`config.mk`:
```
export PLATFORM = sky130hd
export DESIGN_NAME = div_result_collector_flat
export DESIGN_NICKNAME = d
export VERILOG_FILES = /design/src/rtl/alu_pkg.sv /design/src/rtl/div_result_collector_if.sv /design/src/rtl/sync_fifo_fwft.sv /design/src/rtl/div_result_collector.sv /design/src/flat_wrapper.sv
export SDC_FILE = /design/constraint.sdc
export NUM_CORES = 1
export LEC_CHECK = 0
export BUFFER_PORTS_ARGS = -buffer_cell sky130_fd_sc_hd__buf_2
export CAP_MARGIN = 20
export CORE_ASPECT_RATIO = 0.9
export CORE_MARGIN = 8
export CORE_UTILIZATION = 49
export DETAILED_ROUTE_END_ITERATION = 6
export GPL_ROUTABILITY_DRIVEN = 0
export GPL_TIMING_DRIVEN = 1
export MAX_ROUTING_LAYER = met4
export PLACE_DENSITY = 0.89
export SETUP_SLACK_MARGIN = 0.02
export SYNTH_ARGS = -nofsm -noshare
export SYNTH_HDL_FRONTEND = slang
export SYNTH_SLANG_ARGS = --single-unit
```
`constraint.sdc`:
```
create_clock -name clk -period 2.5 [get_ports clk]
set_input_delay 0.25 -clock clk [delete_from_list [all_inputs] [get_ports clk]]
set_output_delay 0.25 -clock clk [all_outputs]
set_load 0.02 [all_outputs]
```
`src/rtl/alu_pkg.sv`:
```
// Shared ALU datapath types. The divide-by-zero flag field exists only when
// DIV_ZERO_CHK_EN is defined.
package alu_pkg;

  localparam int DATA_W = 8;

  typedef struct packed {
`ifdef DIV_ZERO_CHK_EN
    logic              err;
`endif
    logic [DATA_W-1:0] q;
    logic [DATA_W-1:0] r;
  } div_result_t;

endpackage

```
`src/rtl/div_result_collector_if.sv`:
```
// Divider-side capture inputs, result handshake and status of the collector.
// The master modport is the collector itself; slave is its environment.
interface div_result_collector_if #(
  parameter int DEPTH = 2,
  parameter int CNT_W = $clog2(DEPTH) + 1
);
  import alu_pkg::*;

  logic              div_done;
  logic [DATA_W-1:0] div_q;
  logic [DATA_W-1:0] div_r;
  logic [DATA_W-1:0] div_b;
  logic              out_valid;
  logic              out_ready;
  logic [DATA_W-1:0] out_q;
  logic [DATA_W-1:0] out_r;
  logic              out_err;
  logic              ovf_clr;
  logic              overflow;
  logic [CNT_W-1:0]  count;

  modport master (
    input  div_done, div_q, div_r, div_b, out_ready, ovf_clr,
    output out_valid, out_q, out_r, out_err, overflow, count
  );

  modport slave (
    output div_done, div_q, div_r, div_b, out_ready, ovf_clr,
    input  out_valid, out_q, out_r, out_err, overflow, count
  );

endinterface

```
`src/rtl/sync_fifo_fwft.sv`:
```
// Synchronous first-word-fall-through FIFO. The head entry is visible on rdata_o
// whenever the FIFO is not empty. A push into a full FIFO is accepted only
// together with a pop.
module sync_fifo_fwft #(
  parameter int WIDTH = 8,
  parameter int DEPTH = 2,
  parameter int CNT_W = $clog2(DEPTH) + 1
) (
  input  logic             clk,
  input  logic             rst_n,
  input  logic             push_i,
  input  logic [WIDTH-1:0] wdata_i,
  input  logic             pop_i,
  output logic [WIDTH-1:0] rdata_o,
  output logic [CNT_W-1:0] count_o,
  output logic             full_o,
  output logic             empty_o
);

  localparam int PTR_W = $clog2(DEPTH);

  logic [WIDTH-1:0] mem_q [DEPTH];
  logic [PTR_W-1:0] wr_ptr_q, wr_ptr_d;
  logic [PTR_W-1:0] rd_ptr_q, rd_ptr_d;
  logic [CNT_W-1:0] count_q, count_d;
  logic             do_push, do_pop;

  assign full_o  = (count_q == CNT_W'(DEPTH));
  assign empty_o = (count_q == '0);
  assign do_pop  = pop_i & ~empty_o;
  assign do_push = push_i & (~full_o | do_pop);

  // NOTE: every signal assigned in always_comb gets a default first, so no path leaves it unassigned and no latch is inferred.
  always_comb begin
    wr_ptr_d = wr_ptr_q;
    rd_ptr_d = rd_ptr_q;
    count_d  = count_q;
    if (do_push) wr_ptr_d = wr_ptr_q + PTR_W'(1);
    if (do_pop)  rd_ptr_d = rd_ptr_q + PTR_W'(1);
    case ({do_push, do_pop})
      2'b10:   count_d = count_q + CNT_W'(1);
      2'b01:   count_d = count_q - CNT_W'(1);
      default: count_d = count_q;
    endcase
  end

  // NOTE: sequential state uses non-blocking <= so every register samples pre-edge values.
  always_ff @(posedge clk or negedge rst_n) begin
    if (!rst_n) begin
      wr_ptr_q <= '0;
      rd_ptr_q <= '0;
      count_q  <= '0;
    end else begin
      wr_ptr_q <= wr_ptr_d;
      rd_ptr_q <= rd_ptr_d;
      count_q  <= count_d;
    end
  end

  // NOTE: storage is not reset; an entry is only observed once count_q marks it valid.
  always_ff @(posedge clk) begin
    if (do_push) mem_q[wr_ptr_q] <= wdata_i;
  end

  assign rdata_o = mem_q[rd_ptr_q];
  assign count_o = count_q;

endmodule

```
`src/rtl/div_result_collector.sv`:
```
// Captures one divider result per rising edge of div_done into a FWFT FIFO and
// raises a sticky overflow on drops. DIV_ZERO_CHK_EN adds a divide-by-zero flag.
module div_result_collector
  import alu_pkg::*;
#(
  parameter int DEPTH = 2,
  parameter int CNT_W = $clog2(DEPTH) + 1
) (
  input  logic                   clk,
  input  logic                   rst_n,
  div_result_collector_if.master div_if
);

  localparam int ENTRY_W = $bits(div_result_t);

  logic               done_q;
  logic               overflow_q, overflow_d;
  logic               cap, pop, push, drop;
  logic               full, empty;
  logic [CNT_W-1:0]   count;
  logic [ENTRY_W-1:0] head_raw;
  div_result_t        entry_in;
  div_result_t        head;

  // done_q resets high so a result already pending at reset release is ignored.
  always_ff @(posedge clk or negedge rst_n) begin
    if (!rst_n) done_q <= 1'b1;
    else        done_q <= div_if.div_done;
  end

  assign cap  = div_if.div_done & ~done_q;
  assign pop  = ~empty & div_if.out_ready;
  assign push = cap & (~full | pop);
  assign drop = cap & full & ~pop;

  always_comb begin
    entry_in   = '0;
    entry_in.q = div_if.div_q;
    entry_in.r = div_if.div_r;
`ifdef DIV_ZERO_CHK_EN
    if (div_if.div_b == '0) begin
      entry_in.err = 1'b1;
      entry_in.q   = '1;
      entry_in.r   = '0;
    end
`endif
  end

  sync_fifo_fwft #(
    .WIDTH (ENTRY_W),
    .DEPTH (DEPTH),
    .CNT_W (CNT_W)
  ) u_fifo (
    .clk     (clk),
    .rst_n   (rst_n),
    .push_i  (push),
    .wdata_i (entry_in),
    .pop_i   (pop),
    .rdata_o (head_raw),
    .count_o (count),
    .full_o  (full),
    .empty_o (empty)
  );

  assign head = head_raw;

  // Outputs are gated to zero while empty so unwritten storage never shows.
  assign div_if.out_valid = ~empty;
  assign div_if.out_q     = empty ? '0 : head.q;
  assign div_if.out_r     = empty ? '0 : head.r;
  assign div_if.count     = count;

`ifdef DIV_ZERO_CHK_EN
  assign div_if.out_err = ~empty & head.err;
`else
  logic unused_div_b;
  assign unused_div_b   = ^div_if.div_b;
  assign div_if.out_err = 1'b0;
`endif

  // A drop in the same cycle as ovf_clr keeps the flag set.
  always_comb begin
    overflow_d = overflow_q;
    if (div_if.ovf_clr) overflow_d = 1'b0;
    if (drop)           overflow_d = 1'b1;
  end

  always_ff @(posedge clk or negedge rst_n) begin
    if (!rst_n) overflow_q <= 1'b0;
    else        overflow_q <= overflow_d;
  end

  assign div_if.overflow = overflow_q;

endmodule

```
`src/flat_wrapper.sv`:
```
// flat-port wrapper written by rule: the top's interface ports become plain ports
module div_result_collector_flat import alu_pkg::*;
#(
  parameter int DEPTH = 2,
  parameter int CNT_W = $clog2(DEPTH) + 1
)
  (clk, rst_n, div_if_div_done, div_if_div_q, div_if_div_r, div_if_div_b, div_if_out_ready, div_if_ovf_clr, div_if_out_valid, div_if_out_q, div_if_out_r, div_if_out_err, div_if_overflow, div_if_count);
  div_result_collector_if #(.DEPTH(DEPTH), .CNT_W(CNT_W)) div_if_i ();
  input  logic clk;
  input  logic rst_n;
  input wire logic [$bits(div_if_i.div_done)-1:0] div_if_div_done;
  input wire logic [$bits(div_if_i.div_q)-1:0] div_if_div_q;
  input wire logic [$bits(div_if_i.div_r)-1:0] div_if_div_r;
  input wire logic [$bits(div_if_i.div_b)-1:0] div_if_div_b;
  input wire logic [$bits(div_if_i.out_ready)-1:0] div_if_out_ready;
  input wire logic [$bits(div_if_i.ovf_clr)-1:0] div_if_ovf_clr;
  output wire logic [$bits(div_if_i.out_valid)-1:0] div_if_out_valid;
  output wire logic [$bits(div_if_i.out_q)-1:0] div_if_out_q;
  output wire logic [$bits(div_if_i.out_r)-1:0] div_if_out_r;
  output wire logic [$bits(div_if_i.out_err)-1:0] div_if_out_err;
  output wire logic [$bits(div_if_i.overflow)-1:0] div_if_overflow;
  output wire logic [$bits(div_if_i.count)-1:0] div_if_count;
  assign div_if_i.div_done = div_if_div_done;
  assign div_if_i.div_q = div_if_div_q;
  assign div_if_i.div_r = div_if_div_r;
  assign div_if_i.div_b = div_if_div_b;
  assign div_if_i.out_ready = div_if_out_ready;
  assign div_if_i.ovf_clr = div_if_ovf_clr;
  assign div_if_out_valid = div_if_i.out_valid;
  assign div_if_out_q = div_if_i.out_q;
  assign div_if_out_r = div_if_i.out_r;
  assign div_if_out_err = div_if_i.out_err;
  assign div_if_overflow = div_if_i.overflow;
  assign div_if_count = div_if_i.count;
  div_result_collector #(.DEPTH(DEPTH), .CNT_W(CNT_W)) u_core (.clk(clk), .rst_n(rst_n), .div_if(div_if_i));
endmodule
```
==> results of run 1 <==
per-layer routing:
metal	routed length (um)	GRT usage [%]
met2	1377	19.19
met1	1060	11.34
met4	0	2.985
met5	0	-
met3	257	5.417
cells in the final DEF (no fill, tap or decap):
master | Yosys | routed
sky130_fd_sc_hd__clkinv_2 | 0 | 2
sky130_fd_sc_hd__buf_4 | 1 | 4
sky130_fd_sc_hd__dfstp_2 | 1 | 1
sky130_fd_sc_hd__dlygate4sd3_1 | 0 | 2
sky130_fd_sc_hd__clkbuf_1 | 0 | 1
sky130_fd_sc_hd__xnor2_1 | 3 | 3
sky130_fd_sc_hd__conb_1 | 1 | 1
sky130_fd_sc_hd__ha_1 | 1 | 1
sky130_fd_sc_hd__dfrtp_1 | 5 | 5
sky130_fd_sc_hd__buf_2 | 2 | 40
sky130_fd_sc_hd__inv_1 | 3 | 3
sky130_fd_sc_hd__nand2b_1 | 1 | 1
sky130_fd_sc_hd__o22ai_1 | 1 | 1
sky130_fd_sc_hd__xor2_1 | 2 | 2
sky130_fd_sc_hd__or3b_4 | 1 | 1
sky130_fd_sc_hd__clkbuf_4 | 0 | 5
sky130_fd_sc_hd__mux2i_1 | 16 | 16
sky130_fd_sc_hd__nor2_2 | 1 | 1
sky130_fd_sc_hd__nand2b_4 | 1 | 1
sky130_fd_sc_hd__nor2_1 | 19 | 19
sky130_fd_sc_hd__edfxtp_1 | 32 | 32
sky130_fd_sc_hd__nor2b_1 | 1 | 1
cells by family after synthesis:
group                    count (synthesis)  share of synthesized area (%)
AO/OA/AOI/OAI                            1                         0.4190
other                                    1                         0.2510
buffers and inverters                    7                          2.680
AND/OR/NAND/NOR                         24                          7.706
adder cells (fa/ha/maj)                  1                         0.8374
flip-flops                              38                          74.46
multiplexers                            16                          10.72
XOR/XNOR                                 5                          2.932
final cells by class:
type	instances	share of cell area, %
Inverter	3	0.6190
Multi-Input combinational cell	48	18.78
Sequential cell	38	61.14
Tap cell	42	2.889
Clock buffer	6	2.270
Clock inverter	2	0.5502
Timing Repair Buffer	46	13.76
report_power, final:
part | internal, W | switching [W]
sequential | 0.000795 | 0.0000812
clock | 0.000107 | 0.000182
combinational | 0.000315 | 0.000497
registers in the layout, summed over array words and instances (netlist names):
signal and flops:
u_core.div_if.overflow 1, u_core.done_q 1, u_core.u_fifo.count_o 2, u_core.u_fifo.mem_q 32, u_core.u_fifo.rd_ptr_q 1, u_core.u_fifo.wr_ptr_q 1
per-stage QoR:
stage          setup WS (ns)  utilization [%]  power, W  instances  cell area [um2]
4_1_cts               0.5152            60.88  0.002003        184             1809
6_report              0.5512            61.22  0.001977        185             1819
3_3_place_gp          0.6900            58.82  0.001687        175             1748
2_1_floorplan         0.5911                -  0.001449         93             1494
3_5_place_dp          0.6109            58.82  0.001713        175             1748
5_1_grt               0.4375            61.22  0.002093        185             1819
worst min-delay path by stage:
stage                          startpoint                         end  slack, ns  cells past startpoint
after floorplan                     rst_n      u_core.div_if.overflow      -0.05                      0
after global placement              rst_n    u_core.u_fifo.count_o[1]       0.08                      1
after detailed placement            rst_n    u_core.u_fifo.count_o[0]       0.09                      1
after CTS                 div_if_div_done               u_core.done_q      0.002                      1
after global routing      div_if_div_q[5]  u_core.u_fifo.mem_q[0][13]       0.07                      1
final                     div_if_div_r[7]   u_core.u_fifo.mem_q[0][7]       0.10                      1
==> run summary, run 1 <==
=======================================================================================
Leak Pwr                                                                      0.7828 nW
Worst Setup SP                                                             u_core.u_fifo.rd_ptr_q
Largest net degree at the start of global routing                                    19
Netlist area before placement                                                  1494 um2
Detailed Routing Iterations Pass 1                                                    4
Kind of start point of the critical path                                      flip-flop
Clock sinks                                                                          38
R2R Path End                                                               u_core.u_fifo.mem_q[0][12]
Total routing usage reported by global routing                                   11.26%
Stages on worst setup path                                                            4
Clock latency on the worst-skew pair                                            0.33 ns
Largest stage delay on the critical path                                        0.63 ns
Slew at the pin closest to its max-slew limit                                 0.6527 ns
Maximum root-to-sink buffer count                                                     2
Number of pins with negative max-slew slack in the final report                       0
Crit. End Element                                                           output port
Number of global-route vias before repair                                           922
Final min period                                                               1.949 ns
Sequence of cells on the critical path                                     buf_4 -> mux2i_1 -> nor2_1 -> buf_2
WS Path Type                                                               flip-flop to output port
TritonCTS clock tree                                                                yes
Worst Reg2Reg Path Length in Cells                                                    4
Largest area contributor in the synthesized netlist                        sky130_fd_sc_hd__edfxtp_1
Synthesized Nets                                                                    123
Achievable Freq                                                               513.1 MHz
Worst setup path end                                                       div_if_out_q[2]
Multi-input gate area                                                         341.6 um2
Slowest stage cell, crit path                                              sky130_fd_sc_hd__dfrtp_1
Unrepaired setup endpoints after global routing                                      no
Buffers & Inverters on Critical Path                                                  2
Boundary Pins                                                                        50
Main flop type after synthesis                                             sky130_fd_sc_hd__edfxtp_1
Final setup vio count                                                                 0
Number of violations reported at the end of detailed-routing iteration 0             31
Distinct cell type count of the synthesized netlist                                  19
Initial antenna violation count                                                       0
Layout cells sized above 1                                                       38.46%
N_diodes                                                                              0
Hold Crit Class                                                            input pin to flip-flop
Ratio of final minimum period to clock period                                    77.95%
Reg clk slew, reported paths                                                    0.10 ns
Number of levels the H-tree was split into                                            2
Share of Yosys cell area claimed by the top area cell type                       64.32%
Peak fanout along the critical path                                                   9
Async set or reset register ratio after synthesis                                15.79%
Global-route congestion overflow total                                                0
Count of unresolved DRC violations after routing                                      0
Worst slew margin relative to its limit                                          56.33%
Commonest cells in the netlist                                             32 x sky130_fd_sc_hd__edfxtp_1, 19 x sky130_fd_sc_hd__nor2_1, 16 x sky130_fd_sc_hd__mux2i_1, 5 x sky130_fd_sc_hd__dfrtp_1
Outcome                                                                    finished, final reports clean
Global-route wire length before repair                                         4.029 mm
Detailed-route wire length per cell                                            14.57 um
Top cell family by delay on the critical path                                flip-flops
Postcts setup bufs                                                                    0
Worst clock skew                                                            0.005400 ns
Avg Synthesized Cell Area                                                     16.06 um2
NumNets Final                                                                       172
Via Count                                                                           873
Count of yosys warnings during synthesis                                              0
Register-to-register path setup slack                                           0.63 ns
Core box area                                                                  2972 um2
Total of hold buffers inserted after clock tree synthesis                             1
FF+latch count, synth                                                                38
Hpwl dp                                                                        1.972 mm
Startpoint of the worst-slack reg-to-reg timing path                       u_core.u_fifo.count_o[1]
Worst vdd rail ir drop                                                         592.8 uV
Setup TNS Final                                                                    0 ns
Die outline width                                                              74.21 um
CTS Buf Count                                                                         5
Die H                                                                          68.39 um
Site Rows                                                                            19
Number of standard cells after synthesis                                             93
Vias per cell                                                                     4.719
Max_cap viols                                                                         0
Power density of the placed cells                                           1087 nW/um2
Area taken by flip-flops and latches                                           1112 um2
Starting density of the core                                                     50.27%
Final routed wirelength across all metal layers                                2.695 mm
Sequential cell area fraction in the yosys report                                74.46%
Final number of hold-violating endpoints                                              0
Most numerous cell in the Yosys netlist                                    sky130_fd_sc_hd__edfxtp_1
Count of input and output buffers                                                    40
Required time reported for the critical path endpoint                           2.25 ns
Die area                                                                       5075 um2
Root Buffer                                                                sky130_fd_sc_hd__clkbuf_4
Routed Antenna Nets                                                                   0
Number of flops mapped to enable cells by yosys                                      32
Layout Area Growth over Synthesis                                                21.78%
Number of cells upsized or downsized after cts                                        0
Final Hold Slack                                                              0.1003 ns
Leading cell types by total area after synthesis                           sky130_fd_sc_hd__edfxtp_1 64%, sky130_fd_sc_hd__mux2i_1 11%, sky130_fd_sc_hd__dfrtp_1 8.4%
Number of inserted filler cells in the final layout                                 229
Data arrival at the endpoint of the critical path                               1.70 ns
=======================================================================================
(Power assumes the default switching activity.)
==> inputs of run 2 (changes only) <==
==> constraint.sdc (replaced) <==
create_clock -name clk -period 1.92 [get_ports clk]
set_input_delay 0.192 -clock clk [delete_from_list [all_inputs] [get_ports clk]]
set_output_delay 0.192 -clock clk [all_outputs]
set_load 0.02 [all_outputs]
==> run summary, run 2 (synthesis gave the netlist of run 1 again) <==
=======================================================================================
Die outline width                                                              74.21 um   unchanged
Detailed-route wire length per cell                                            14.49 um   was 14.57 um
Power density of the placed cells                                           1527 nW/um2   was 1087 nW/um2
Leak Pwr                                                                      0.8080 nW   was 0.7828 nW
Final min period                                                               1.657 ns
Root Buffer                                                                sky130_fd_sc_hd__clkbuf_4   unchanged
Final number of hold-violating endpoints                                              0   unchanged
Sequence of cells on the critical path                                     or3b_4 -> nand2b_4 -> nor2_2 -> buf_4   was buf_4 -> mux2i_1 -> nor2_1 -> buf_2
Register name with the most flops                                          u_core.u_fifo.mem_q   unchanged
Hpwl dp                                                                        1.971 mm   was 1.972 mm
Logic gate share of total power                                                   38.6%   was 41.1%
Core box area                                                                  2972 um2   unchanged
Hold Crit Class                                                            input pin to flip-flop   unchanged
CTS Buf Count                                                                         5   unchanged
Hold Startpoint                                                            div_if_ovf_clr   was div_if_div_r[7]
Post-layout worst setup margin                                                0.2626 ns   was 0.5512 ns
Power share of the sequential group                                               38.5%   was 44.3%
WS Path Type                                                               flip-flop to flip-flop   was flip-flop to output port
Internal Power                                                               0.001862 W   was 0.001217 W
R2R Path End                                                               u_core.u_fifo.mem_q[1][13]   was u_core.u_fifo.mem_q[0][12]
Layout Area Growth over Synthesis                                                25.96%   was 21.78%
Buffers & Inverters on Critical Path                                                  1   was 2
Layout cells sized above 1                                                       40.28%   was 38.46%
Crit. End Element                                                             flip-flop   was output port
Hold Crit Depth                                                                       2   was 1
Place WS                                                                     0.05684 ns   was 0.6109 ns
Number of inserted filler cells in the final layout                                 230   was 229
Worst Reg2Reg Path Length in Cells                                                    4   unchanged
Setup TNS Final                                                                    0 ns   unchanged
Clock sinks                                                                          38   unchanged
Number of global-route vias before repair                                           962   was 922
Total routing usage reported by global routing                                   12.07%   was 11.26%
Count of unresolved DRC violations after routing                                      0   unchanged
Reg clk slew, reported paths                                                    0.11 ns   was 0.10 ns
Clock latency on the worst-skew pair                                            0.34 ns   was 0.33 ns
Relative contribution of the clock network to total power                         22.9%   was 14.6%
Data arrival at the endpoint of the critical path                               1.71 ns   was 1.70 ns
Site Rows                                                                            19   unchanged
Max_cap viols                                                                         0   unchanged
Ratio of final minimum period to clock period                                    86.32%
Boundary Pins                                                                        50   unchanged
N_diodes                                                                              0   unchanged
Detailed Routing Iterations Pass 1                                                    4   unchanged
Global-route wire length before repair                                         4.284 mm   was 4.029 mm
Number of pins with negative max-slew slack in the final report                       0   unchanged
Switching power total                                                        0.001011 W   was 0.0007598 W
Number of placed instances, taps included                                           176   was 175
Largest register FFs                                                                 32   unchanged
Die H                                                                          68.39 um   unchanged
Register-to-register path setup slack                                           0.26 ns   was 0.63 ns
Required time reported for the critical path endpoint                           1.97 ns   was 2.25 ns
Top cell family by delay on the critical path                              simple AND/OR/NAND/NOR gates   was flip-flops
Endpoint with the worst hold slack                                         u_core.div_if.overflow   was u_core.u_fifo.mem_q[0][7]
Worst Setup SP                                                             u_core.u_fifo.count_o[1]   was u_core.u_fifo.rd_ptr_q
Via Count                                                                           875   was 873
Startpoint of the worst-slack reg-to-reg timing path                       u_core.u_fifo.count_o[1]   unchanged
Number of violations reported at the end of detailed-routing iteration 0             50   was 31
Most frequent cells in the layout                                          40 x sky130_fd_sc_hd__buf_2, 32 x sky130_fd_sc_hd__edfxtp_1, 17 x sky130_fd_sc_hd__nor2_1   was 40 x sky130_fd_sc_hd__buf_2, 32 x sky130_fd_sc_hd__edfxtp_1, 19 x sky130_fd_sc_hd__nor2_1
Initial antenna violation count                                                       0   unchanged
Count of input and output buffers                                                    40   unchanged
Largest net degree at the start of global routing                                    18   was 19
Number of levels the H-tree was split into                                            2   unchanged
Largest stage delay on the critical path                                        0.43 ns   was 0.63 ns
Maximum root-to-sink buffer count                                                     2   unchanged
Worst vdd rail ir drop                                                         760.5 uV   was 592.8 uV
Final routed wirelength across all metal layers                                2.696 mm   was 2.695 mm
Peak fanout along the critical path                                                   9   unchanged
Worst clock skew                                                            0.006964 ns   was 0.005400 ns
Global-route congestion overflow total                                                0   unchanged
Fraction of power spent switching nets                                           35.19%   was 38.44%
Slowest stage cell, crit path                                              sky130_fd_sc_hd__dfrtp_1   unchanged
Postcts setup bufs                                                                    0   unchanged
Number of cells in the finished layout apart from fillers                           186   was 185
Outcome                                                                    finished, final reports clean   unchanged
Unrepaired setup endpoints after global routing                                      no   unchanged
TritonCTS clock tree                                                                yes   unchanged
NumNets Final                                                                       173   was 172
Die area                                                                       5075 um2   unchanged
Achievable Freq                                                               603.4 MHz
Most common library cell in the layout ignoring fill and taps              sky130_fd_sc_hd__buf_2   unchanged
Routed Antenna Nets                                                                   0   unchanged
Final setup vio count                                                                 0   unchanged
Starting density of the core                                                     50.27%   unchanged
Kind of start point of the critical path                                      flip-flop   unchanged
Vias per cell                                                                     4.704   was 4.719
=======================================================================================
run 2: cell count changes in the layout (fill, tap and decap cells not counted):
cell	change
sky130_fd_sc_hd__buf_4	+1
sky130_fd_sc_hd__nor2_1	-2
sky130_fd_sc_hd__nor2_2	+2
sky130_fd_sc_hd__clkinv_1	+1
sky130_fd_sc_hd__clkinv_2	-2
sky130_fd_sc_hd__clkbuf_1	-1
sky130_fd_sc_hd__bufinv_16	+2
run 2: how the worst max path moves through the flow:
stage	endpoint	slack (ns)	depth (start not counted)
2_1_floorplan	u_core.u_fifo.mem_q[1][0]	0.01	3
3_3_place_gp	u_core.u_fifo.mem_q[0][3]	0.11	4
3_5_place_dp	u_core.u_fifo.mem_q[0][7]	0.06	4
4_1_cts	u_core.u_fifo.mem_q[0][7]	0.04	4
5_1_grt	u_core.u_fifo.mem_q[0][15]	0.18	4
6_report	u_core.u_fifo.mem_q[1][13]	0.26	4
run 2: worst reg2reg max path, stage by stage (launching register included):
cell and delay [ns]:
sky130_fd_sc_hd__dfrtp_1 0.43, sky130_fd_sc_hd__or3b_4 0.27, sky130_fd_sc_hd__nand2b_4 0.07, sky130_fd_sc_hd__nor2_2 0.33, sky130_fd_sc_hd__buf_4 0.27
run 2: routing by layer:
metal,part of all wire (%),track usage (%),vias up
met2,48,19.96,40
met3,10,5.564,5
met5,0,-,-
li1,-,-,424
met1,41,12.24,406
met4,1.2,4.726,0
run 2: area by class of cell:
cell class / count / area, um2 / area share (%)
flip-flops and latches: 38 / 1112 / 59.11
multi-input cells: 48 / 346.6 / 18.42
repair buffers: 47 / 257.7 / 13.70
clock inverters: 3 / 63.81 / 3.391
well taps: 42 / 52.55 / 2.793
clock buffers: 5 / 37.54 / 1.995
inverters: 3 / 11.26 / 0.5984
run 2: timing repair:
item,4_1_cts,5_1_grt
hold buffers,2,0
setup endpoints to repair,0,18
gates resized for setup,0,2
hold endpoints to repair,7,0
run 2: through the flow:
step	hold WS, ns	area (um2)	util, %	total power (W)
4_1_cts	0.01388	1877	63.16	0.002897
3_3_place_gp	0.01813	1755	59.07	0.002214
6_report	0.02652	1882	63.33	0.002873
3_5_place_dp	0.02271	1755	59.07	0.002243
2_1_floorplan	-0.1036	1494	-	0.001887
5_1_grt	0.006561	1882	63.33	0.003024
run 2: power by group through the flow:
stage	registers, W	clock network, W	logic (W)
after floorplan	0.00114	0	0.000749
after global placement	0.00111	0	0.00110
after detailed placement	0.00112	0	0.00112
after CTS	0.00110	0.000665	0.00113
after global routing	0.00112	0.000700	0.00121
final	0.00111	0.000658	0.00111
